===== config.mk =====
export PLATFORM = sky130hd
export DESIGN_NAME = series_trig_engine
export DESIGN_NICKNAME = d
export VERILOG_FILES = /design/src/rtl/series_trig_engine.sv
export SDC_FILE = /design/constraint.sdc
export NUM_CORES = 1
export LEC_CHECK = 0
export ABC_AREA = 1
export CORE_MARGIN = 4
export CORE_UTILIZATION = 65
export CTS_BUF_LIST = sky130_fd_sc_hd__clkbuf_8
export CTS_CLUSTER_SIZE = 28
export DETAILED_ROUTE_END_ITERATION = 6
export GPL_TIMING_DRIVEN = 0
export PLACE_DENSITY = 0.84
export SLEW_MARGIN = 15
export SYNTH_ARGS = -nofsm -noshare
export SYNTH_HDL_FRONTEND = slang
export SYNTH_SLANG_ARGS = --single-unit
export TNS_END_PERCENT = 10

===== constraint.sdc =====
create_clock -name clk -period 9.5 [get_ports clk]
set_input_delay 1.425 -clock clk [delete_from_list [all_inputs] [get_ports clk]]
set_output_delay 1.425 -clock clk [all_outputs]
set_load 0.05 [all_outputs]

===== src/rtl/series_trig_engine.sv =====
// -----------------------------------------------------------------------------
// series_trig_engine
//   Fixed-point series evaluator: result = v * f(x), f = cos(x) or sin(x),
//   from a truncated Taylor series of TERMS terms. One shared multiplier
//   and one adder, sequenced by a small FSM with a start/busy/done handshake.
//
// Parameters
//   WIDTH  data width, signed two's complement
//   FRAC   fractional bits (format Q(WIDTH-FRAC).FRAC)
//   TERMS  series terms, 1..8
//
// Ports
//   clk     rising-edge clock
//   rst_n   synchronous active-low reset
//   start   request, sampled only in IDLE
//   mode    0 = cos, 1 = sin, sampled with start
//   x       angle in radians, sampled with start
//   v       scale factor, sampled with start
//   busy    high while a computation is in progress
//   done    one-cycle pulse when result is updated
//   result  v*f(x), held until the next completion
// -----------------------------------------------------------------------------
module series_trig_engine #(
    parameter int WIDTH = 16,
    parameter int FRAC  = 11,
    parameter int TERMS = 8
) (
    input  logic                    clk,
    input  logic                    rst_n,
    input  logic                    start,
    input  logic                    mode,
    input  logic signed [WIDTH-1:0] x,
    input  logic signed [WIDTH-1:0] v,
    output logic                    busy,
    output logic                    done,
    output logic signed [WIDTH-1:0] result
);

    typedef enum logic [2:0] {
        IDLE, LOAD, ACC, REMULT, SCALE, DONE
    } state_e;

    localparam logic signed [WIDTH-1:0] ONE = WIDTH'(1 << FRAC);

    // Ratio between successive series terms, without the x^2 factor:
    // r_k = -round(2^FRAC / d_k). Only ever called with constant arguments.
    function automatic logic signed [WIDTH-1:0] ratio(input int d);
        return WIDTH'(-(((1 << FRAC) + d / 2) / d));
    endfunction

    logic signed [WIDTH-1:0] cos_rom [8];
    logic signed [WIDTH-1:0] sin_rom [8];

    for (genvar k = 0; k < 8; k++) begin : g_rom
        assign cos_rom[k] = ratio((2 * k + 1) * (2 * k + 2));
        assign sin_rom[k] = ratio((2 * k + 2) * (2 * k + 3));
    end

    state_e                  state_q, state_d;
    logic signed [WIDTH-1:0] xr_q, xr_d;
    logic signed [WIDTH-1:0] vr_q, vr_d;
    logic signed [WIDTH-1:0] x2_q, x2_d;
    logic signed [WIDTH-1:0] term_q, term_d;
    logic signed [WIDTH-1:0] expr_q, expr_d;
    logic signed [WIDTH-1:0] result_q, result_d;
    logic [3:0]              cnt_q, cnt_d;
    logic                    mode_q, mode_d;

    logic signed [WIDTH-1:0]   mul_a, mul_b, mul_y, rom_val;
    logic signed [2*WIDTH-1:0] prod;

    // Shared multiplier: operands chosen by state. The product is shifted
    // arithmetically (floor) and wrapped to WIDTH bits.
    always_comb begin
        rom_val = mode_q ? sin_rom[cnt_q[2:0]] : cos_rom[cnt_q[2:0]];
        // NOTE: every always_comb output gets a default first, so no path
        // leaves it unassigned and no latch is inferred.
        mul_a = '0;
        mul_b = '0;
        case (state_q)
            LOAD:    begin mul_a = xr_q;   mul_b = xr_q;    end
            ACC:     begin mul_a = term_q; mul_b = rom_val; end
            REMULT:  begin mul_a = term_q; mul_b = x2_q;    end
            SCALE:   begin mul_a = vr_q;   mul_b = expr_q;  end
            default: ;
        endcase
        prod  = mul_a * mul_b;
        mul_y = WIDTH'(prod >>> FRAC);
    end

    always_comb begin
        state_d  = state_q;
        xr_d     = xr_q;
        vr_d     = vr_q;
        x2_d     = x2_q;
        term_d   = term_q;
        expr_d   = expr_q;
        result_d = result_q;
        cnt_d    = cnt_q;
        mode_d   = mode_q;
        case (state_q)
            IDLE: begin
                if (start) begin
                    xr_d    = x;
                    vr_d    = v;
                    mode_d  = mode;
                    state_d = LOAD;
                end
            end
            LOAD: begin
                x2_d    = mul_y;
                expr_d  = '0;
                cnt_d   = '0;
                term_d  = mode_q ? xr_q : ONE;
                state_d = ACC;
            end
            ACC: begin
                expr_d  = expr_q + term_q;
                term_d  = mul_y;
                cnt_d   = cnt_q + 4'd1;
                // The last term's ratio product is computed but never used.
                state_d = (cnt_d == 4'(TERMS)) ? SCALE : REMULT;
            end
            REMULT: begin
                term_d  = mul_y;
                state_d = ACC;
            end
            SCALE: begin
                result_d = mul_y;
                state_d  = DONE;
            end
            DONE:    state_d = IDLE;
            default: state_d = IDLE;
        endcase
    end

    always_ff @(posedge clk) begin
        if (!rst_n) begin
            state_q  <= IDLE;
            xr_q     <= '0;
            vr_q     <= '0;
            x2_q     <= '0;
            term_q   <= '0;
            expr_q   <= '0;
            result_q <= '0;
            cnt_q    <= '0;
            mode_q   <= 1'b0;
        end else begin
            // NOTE: non-blocking assignments so every flop samples the
            // values from before this edge, independent of statement order.
            state_q  <= state_d;
            xr_q     <= xr_d;
            vr_q     <= vr_d;
            x2_q     <= x2_d;
            term_q   <= term_d;
            expr_q   <= expr_d;
            result_q <= result_d;
            cnt_q    <= cnt_d;
            mode_q   <= mode_d;
        end
    end

    assign busy   = (state_q == LOAD) || (state_q == ACC) ||
                    (state_q == REMULT) || (state_q == SCALE);
    assign done   = (state_q == DONE);
    assign result = result_q;

endmodule


* Yosys cells after proc, flatten, opt, wreduce, memory -nomap -nowiden *
Memory sizes are Yosys's and may differ from the RTL's.
Cells that the tools add are included.

cells by class
  reductions and logical operators = 9
  bitwise operators = 1
  $lt $le $gt $ge = 1
  multipliers = 1
  muxes and demuxes = 14
  eq/ne operators = 7
  add/subtract/negate cells = 2

operator list
  kind                 count
  $mux 16              6
  $pmux 16 s2          2
  $pmux 16 s4          1
  $pmux 16 s3          1
  $mul 16x16->27       1
  $add 16x16->16       1
  $pmux 3 s4           1
  $pmux 4 s2           1
  $eq 3x2->1 const B   2
  $eq 3x3->1 const B   2
  $mux 3               2
  $add 4x1->4 const B  1
  $eq 4x4->1 const B   1
  $ge 4x4->1 const B   1
  $not 3->4            1
  $reduce_bool 2->1    2
  $reduce_or 2->1      2
  $eq 3x1->1 const B   1
  $logic_not 3->1      1
  $logic_or 1x1->1     3
  $ne 2x2->1 const B   1
  $reduce_and 2->1     1

storage, ports and cells
  output and inout port bits = 18
  ROM bits = 256
  logic and storage cells = 46
  bits of input ports = 36
  register bits = 104
  memories = 2

memories
  name             words  width  read ports  clocked after memory_dff  wr ports  line  source
  (no name shown)  8      16     1           0                         0         75    rom_val = mode_q ? sin_rom[cnt_q[2:0]] : cos_rom[cnt_q[2:0]];
  (no name shown)  8      16     1           0                         0         75

* Logic depth before layout (Yosys ltp) *
Gate-level depths: netlist (run 1).

  depth in word-level cells = 8
  depth in mapped cells = 38
  mapped depth without buffers = 35

* Worst setup path before layout (run 1) *
OpenSTA, ideal clock, no wires.

  path type = reg-to-reg
  from = register cnt_q[0]
  to = register term_q[14]
  slack = 2929 ps
  buffers on the path = 1
  period minus slack after synthesis = 6571 ps
  cell stages (with the launch flop) = 31
  arrival time = 6440 ps
  setup time = 131 ps
  data required time = 9369 ps
  cells stage by stage = dfxtp_1 -> inv_1 -> ha_1 -> inv_1 -> a21oi_1 -> a21oi_1 -> nor3_1 -> clkbuf_1 -> nor2_1 -> fa_1 -> inv_1 -> fa_1 -> fa_1 -> inv_1 -> fa_1 -> fa_1 -> inv_1 -> fa_1 -> inv_1 -> ha_1 -> a21oi_1 -> o21a_1 -> nor3_1 -> nor4_1 -> nand2_1 -> nand2_1 -> nand2_1 -> nand2_2 -> nand3_1 -> nand2_1 -> a21oi_2

on the way
  longest elaborated chain between the ends = 8
  elaborated cells on any way between the ends = 11
  those cells by class = mul: 1; mux: 7; bitwise: 1; memory: 2

ends and longest elaborated chain
  element                                      line  source
  from (decl)                                  66    logic [3:0] cnt_q, cnt_d;
  from (signal assigned)                       158   cnt_q <= cnt_d;
  $not 3->4 (not written as such) *            75
  $mem_v2 8x16                                 n/a
  $mux 16 (not written as such) (2 in series)  75
  $mux 16 *                                    75
  $pmux 16 s4 *                                80    case (state_q)
  $mul 16x16->27 *                             87    prod = mul_a * mul_b;
  $pmux 16 s2 *                                101   case (state_q)
  to (signal assigned)                         155   term_q <= term_d;
  to (decl)                                    63    logic signed [WIDTH-1:0] term_q, term_d;

Every way passes the cells marked *; elsewhere a longest branch is shown, timed or not. The select of a mux whose other input is x is not followed.
A chain may end at the register's enable or synchronous reset.

* Worst setup path in the final report (run 1) *
  from = register state_q[0]
  to = register result_q[15] (netlist: result[15])

on the way
  longest elaborated chain between the ends = 4
  elaborated cells on any way between the ends = 8
  those cells by class = mul: 1; eq/ne: 4; mux: 2; reduce/logical: 1

ends and longest elaborated chain
  element                           line  source
  from (decl)                       59    state_e state_q, state_d;
  from (signal assigned)            151   state_q <= state_d;
  $eq 3x2->1                        80
  $reduce_or 2->1 (no source line)  n/a
  $pmux 16 s3                       80
  $mul 16x16->27                    87
  to (signal assigned)              157   result_q <= result_d;
  to (decl)                         65    logic signed [WIDTH-1:0] result_q, result_d;

Parallel ways exist; a longest one is shown, timed or not.

==> flow_summary.ini, run 1 <==
[status]
status = complete, no violations

[clocking]
insertion_delay_ns = 0.40
cts_resized = 0
clock_sinks = 104
htree_levels = 3
cts_hold_buf = 0
cts_tree = yes
numCtsBuffers = 9
cts_root_buf = clkbuf_8
clk_path_buf_depth = 2
cts_setup_buffers = 0
path_clk_slew_ns = 0.10

[placement]
place_congestion = 1.01
place_hpwl_um = 37900
portBuffers = 53

[global_routing]
grt_pass1_vias = 13300
grt_usage_pct = 37.3
grt_pass1_wl_um = 70900
antenna_found_initial = 2
overflow = 0
grt_max_degree = 19

[detailed_routing]
drtPass1Iterations = 5
postRouteWirelength_um = 45600
ant_nets = 0
vias = 13500
via_per_inst = 5.86
drc = 0
drt-initial-drc-count = 1445
wl_per_cell_um = 19.8

[timing]
worstMarginPinSlew_ns = 1.33
setup_viol = 0
fmaxAchievable_mhz = 119
maxSlewViolCount = 0
fin_skew_ns = 0.0196
slew_headroom_pct = 11.6
rsz0062_at_grt = false
timing.final.crit_period_ns = 8.43
fin_setup_tns_ns = 0
hold_viol_final = 0
period_share_pct = 88.7

[logic_synthesis]
synth_edf_count = 0
synth_area_leaders = fa_1 30%, dfxtp_1 14%, inv_1 11%, nand2_1 8.8%, ha_1 8.0%
synthFlopType = dfxtp_1
synth_nets = 2302
synth.cell_area_um2 = 14600
ys_types = 55
synth-seq-cells = 104
synth_area_per_cell_um2 = 7.46
synth_warnings = 0
synth.largest_area_cell = fa_1
synthCells = 1954
async_flop_share_pct = 0
synth_top_area_share_pct = 30.1
yosysSeqAreaShare_pct = 14.3

[finish]
area_growth_pct = 7.39
layout_commonest_cell = inv_1
postLayoutCoreUtil_pct = 71.3
final_nets = 2367
drive_gt1_share_pct = 4.20
final_cell_mix = 446 x inv_1, 342 x nand2_1, 219 x fa_1, 201 x nor2_1, 127 x a21oi_1

[floorplanning]
die_w_um = 158
initial_core_util_pct = 66.3
coreArea_um2 = 22000
die_h_um = 158
die_area_um2 = 24900
rows = 54
ios = 54

[power]
p_total_w = 0.00159
leakagePower_nw = 7.77
peakVddDrop_mv = 0.124
power.density_nw_per_um2 = 102

[worst_setup_path]
path_class = reg -> reg
required_ns = 9.80
arrival_ns = 8.72
crit_top_cell = inv_1
path_max_fanout = 10
worst_setup_path_start_kind = register
cp.buffers_inverters = 11
cp-end-kind = register
max_stage_delay_ns = 0.57
cp_top_family = adder cells
worst_path_max_delay_cell = fa_1

[hold_path]
min_path_type = reg -> reg

[job]
cap_violations = 0
worst paths after layout:
path | slack, ns | startpoint | endpoint | depth (start not counted)
setup / recovery | 1.07 | state_q[0] | result[15] | 33
hold / removal | 0.46 | vr_q[12] | vr_q[12] | 2
setup reg to reg | 1.07 | state_q[0] | result[15] | 33
hold reg to reg | 0.46 | vr_q[12] | vr_q[12] | 2
stage by stage:
step / hold WS, ns / std cells / cell area (um^2) / worst slack [ns]
floorplan: 0.424 / 1954 / 14600 / 2.93
global placement: 0.444 / 2287 / 15400 / 1.10
detailed placement: 0.445 / 2288 / 15500 / 1.05
CTS: 0.461 / 2304 / 15600 / 1.00
global route: 0.486 / 2304 / 15600 / 0.952
finish: 0.463 / 2305 / 15600 / 1.07
registers in the layout, indices dropped and copies added (netlist names):
signal and cells:
vr_q 16, mode_q 1, expr_q 16, term_q 16
state_q 3, xr_q 16, result 16, x2_q 16
cnt_q 4
cells in the mapped netlist (2+ instances only):
| cell | instances |
|---|---|
| a21o_1 | 5 |
| a21oi_1 | 127 |
| a21oi_2 | 4 |
| a221oi_1 | 3 |
| a221oi_2 | 3 |
| a22oi_1 | 4 |
| a31oi_1 | 3 |
| buf_1 | 6 |
| buf_2 | 5 |
| buf_6 | 6 |
| clkbuf_1 | 50 |
| clkinv_1 | 7 |
| dfxtp_1 | 104 |
| fa_1 | 219 |
| ha_1 | 93 |
| inv_1 | 445 |
| inv_2 | 6 |
| inv_6 | 2 |
| nand2_1 | 342 |
| nand2_2 | 8 |
| nand2_4 | 2 |
| nand3_1 | 77 |
| nand3_2 | 7 |
| nand3b_1 | 7 |
| nand4_1 | 10 |
| nor2_1 | 201 |
| nor2_2 | 4 |
| nor2_4 | 5 |
| nor2_8 | 3 |
| nor3_1 | 15 |
| nor4_1 | 5 |
| o211ai_1 | 20 |
| o21a_1 | 7 |
| o21ai_0 | 87 |
| o21ai_1 | 9 |
| o21bai_1 | 11 |
| o311ai_0 | 2 |
| o31ai_1 | 11 |
| or2_2 | 4 |
| xnor2_1 | 6 |
| xor2_1 | 5 |
power breakdown:
group	leakage (nW)	switching, W	internal, W
clock	0.0881	0.000174	0.0000978
sequential	0.850	0.0000339	0.000478
combinational	6.83	0.000566	0.000239
metal layers:
| layer | track usage [%] | vias up | share of wire (%) | routed length [um] |
|---|---|---|---|---|
| li1 | - | 6099 | - | - |
| met1 | 47.6 | 6429 | 37 | 17000 |
| met2 | 59.0 | 796 | 45 | 20600 |
| met3 | 9.60 | 189 | 11 | 5220 |
| met4 | 19.2 | 2 | 6.0 | 2750 |
| met5 | 0 | - | 0.024 | 11 |
final cells by class:
type | count | area, um^2
clock buffers | 9 | 124
diodes | 1 | 2.50
clock inverters | 7 | 53.8
well taps | 280 | 350
repair buffers | 54 | 542
plain buffers | 68 | 310
multi-input cells | 1321 | 10400
inverters | 461 | 1740
flip-flops and latches | 104 | 2080
fillers | 1852 | 6310
logic make-up (layout without fill, tap and decap cells):
logic type,after synthesis,count (layout),synth area share (%)
and+or+nand+nor,694,694,20.7
buffers and inverters,529,599,14.1
adders and majority gates,312,312,38.1
AOI/OAI and AO/OA,303,303,12.1
DFF,104,104,14.3
xor gates and xnor gates,12,12,0.773
other,0,1,0
worst min-delay path, cell delays in order, from the launching register on:
cell and delay, ns:
dfxtp_1 0.33, inv_1 0.05, a21oi_1 0.05
Note: power is estimated with default switching activity, not from simulation.
==> inputs of run 2 (changes only) <==
- CORE_MARGIN: 4 -> 2
==> run 2 against run 1 <==
- register-to-register slack improved by 0.21 ns
- final cell count about the same
- sequential share of layout area about the same
- hold slack got worse by 0.010 ns
- highest routed layer is now met4
- wire length decreased by 1.2%
- global-route usage increased by 1.4 points
==> flow_summary.ini, run 2 (synthesized netlist as in run 1, its figures left out) <==
[power]
internal_power_w = 0.000816
combPwrFrac_pct = 50.7
p_sw_w = 0.000754
leakagePower_nw = 7.77
peakVddDrop_mv = 0.122
power.density_nw_per_um2 = 100
pwr-share-clk_pct = 16.8
p_seq_share_pct = 32.5
netSwitchingFraction_pct = 48.0

[hold_path]
min_path_type = reg -> reg
min_path_cells = 2

[timing]
fmaxAchievable_mhz = 122
whs_ns = 0.452
fin_setup_tns_ns = 0
rsz0062_at_grt = false
worstMarginPinSlew_ns = 1.22
fin_skew_ns = 0.00912
timing.final.crit_period_ns = 8.22
hold_viol_final = 0
slew_headroom_pct = 18.5
period_share_pct = 86.5
maxSlewViolCount = 0
setup_viol = 0

[clocking]
cts_hold_buf = 0
cts_setup_buffers = 0
numCtsBuffers = 9
path_clk_slew_ns = 0.09
htree_levels = 3
cts_root_buf = clkbuf_8
clock_sinks = 104
clk_path_buf_depth = 2
cts_resized = 0
cts_tree = yes
insertion_delay_ns = 0.40

[worst_setup_path]
cp-end-kind = register
r2r_cells = 33
r2r_slack_ns = 1.28
rr_endpoint = result[14]
startpoint = state_q[0]
max_stage_delay_ns = 0.58
worst_path_max_delay_cell = fa_1
worstReg2RegStart = state_q[0]
worst_setup_path_start_kind = register
path_class = reg -> reg
path_max_fanout = 10
cp_top_family = adder cells
required_ns = 9.79
crit_cells = 33
arrival_ns = 8.51
endpoint = result[14]
cp.buffers_inverters = 10

[finish]
postLayoutCoreUtil_pct = 71.5
final_cell_mix = 446 x inv_1, 342 x nand2_1, 219 x fa_1, 201 x nor2_1, 127 x a21oi_1
drive_gt1_share_pct = 4.20
fin_cells = 2304
layout_commonest_cell = inv_1
area_growth_pct = 7.38
design_area_um2 = 15600
diodes = 0
final_nets = 2368

[global_routing]
grt_pass1_vias = 13300
antenna_found_initial = 0
overflow = 0
grt_max_degree = 17
grt_usage_pct = 38.8
grt_pass1_wl_um = 70500

[placement]
dpl_cell_area_um2 = 15500
place_hpwl_um = 37100
portBuffers = 53
place_congestion = 1.02
post-place-cells = 2289

[floorplanning]
die_area_um2 = 23600
die_h_um = 154
ios = 54
initial_core_util_pct = 66.6
coreArea_um2 = 21900
die_w_um = 154
rows = 54

[detailed_routing]
wl_per_cell_um = 19.6
via_per_inst = 5.89
postRouteWirelength_um = 45000
drt-initial-drc-count = 1294
vias = 13600
ant_nets = 0
drc = 0
drtPass1Iterations = 6

[job]
cap_violations = 0

[status]
status = complete, no violations
==> run 2: cell types whose count changed in the layout (fill, tap and decap cells not counted), sizes merged <==
cell / previous run / this run
buf: 19 / 20
inv: 458 / 456
diode: 1 / 0
clkbuf: 59 / 60
==> run 2: final cells by class <==
| type | count | area (um^2) |
|---|---|---|
| fillers | 1861 | 6250 |
| clock buffers | 10 | 138 |
| repair buffers | 55 | 549 |
| well taps | 280 | 350 |
| inverters | 461 | 1740 |
| plain buffers | 68 | 310 |
| multi-input cells | 1321 | 10400 |
| clock inverters | 5 | 32.5 |
| flip-flops and latches | 104 | 2080 |
==> run 2: worst min-delay path by stage <==
stage,start,slack (ns),end
final,vr_q[14],0.45,vr_q[14]
after global routing,vr_q[5],0.48,vr_q[5]
after CTS,vr_q[14],0.45,vr_q[14]
after detailed placement,vr_q[14],0.44,vr_q[14]
after global placement,vr_q[12],0.44,vr_q[12]
after floorplan,vr_q[12],0.42,vr_q[12]
==> run 2: power by group through the flow <==
stage	logic (W)	clock network [W]	registers (W)
floorplan	0.000517	0	0.000506
global placement	0.000752	0	0.000517
detailed placement	0.000770	0	0.000518
CTS	0.000773	0.000258	0.000508
global route	0.000864	0.000278	0.000513
finish	0.000797	0.000263	0.000511
==> run 2: layer usage <==
| layer | vias to the layer above | GRT usage, % | routed length, um |
|---|---|---|---|
| met5 | - | 0 | 0 |
| met4 | 0 | 17.3 | 2280 |
| met3 | 148 | 7.61 | 4750 |
| met2 | 762 | 62.3 | 20800 |
| met1 | 6541 | 51.3 | 17200 |
| li1 | 6113 | - | - |
==> run 2: tightest hold or removal path, cell delays in order, from the launching register on <==
cell     delay (ns)
dfxtp_1        0.32
inv_1          0.05
a21oi_1        0.05
==> run 2: stage by stage <==
step	power, W	worst slack [ns]
floorplan	0.00102	2.93
global placement	0.00127	1.22
detailed placement	0.00129	1.53
CTS	0.00154	1.52
global route	0.00165	1.02
finish	0.00157	1.28
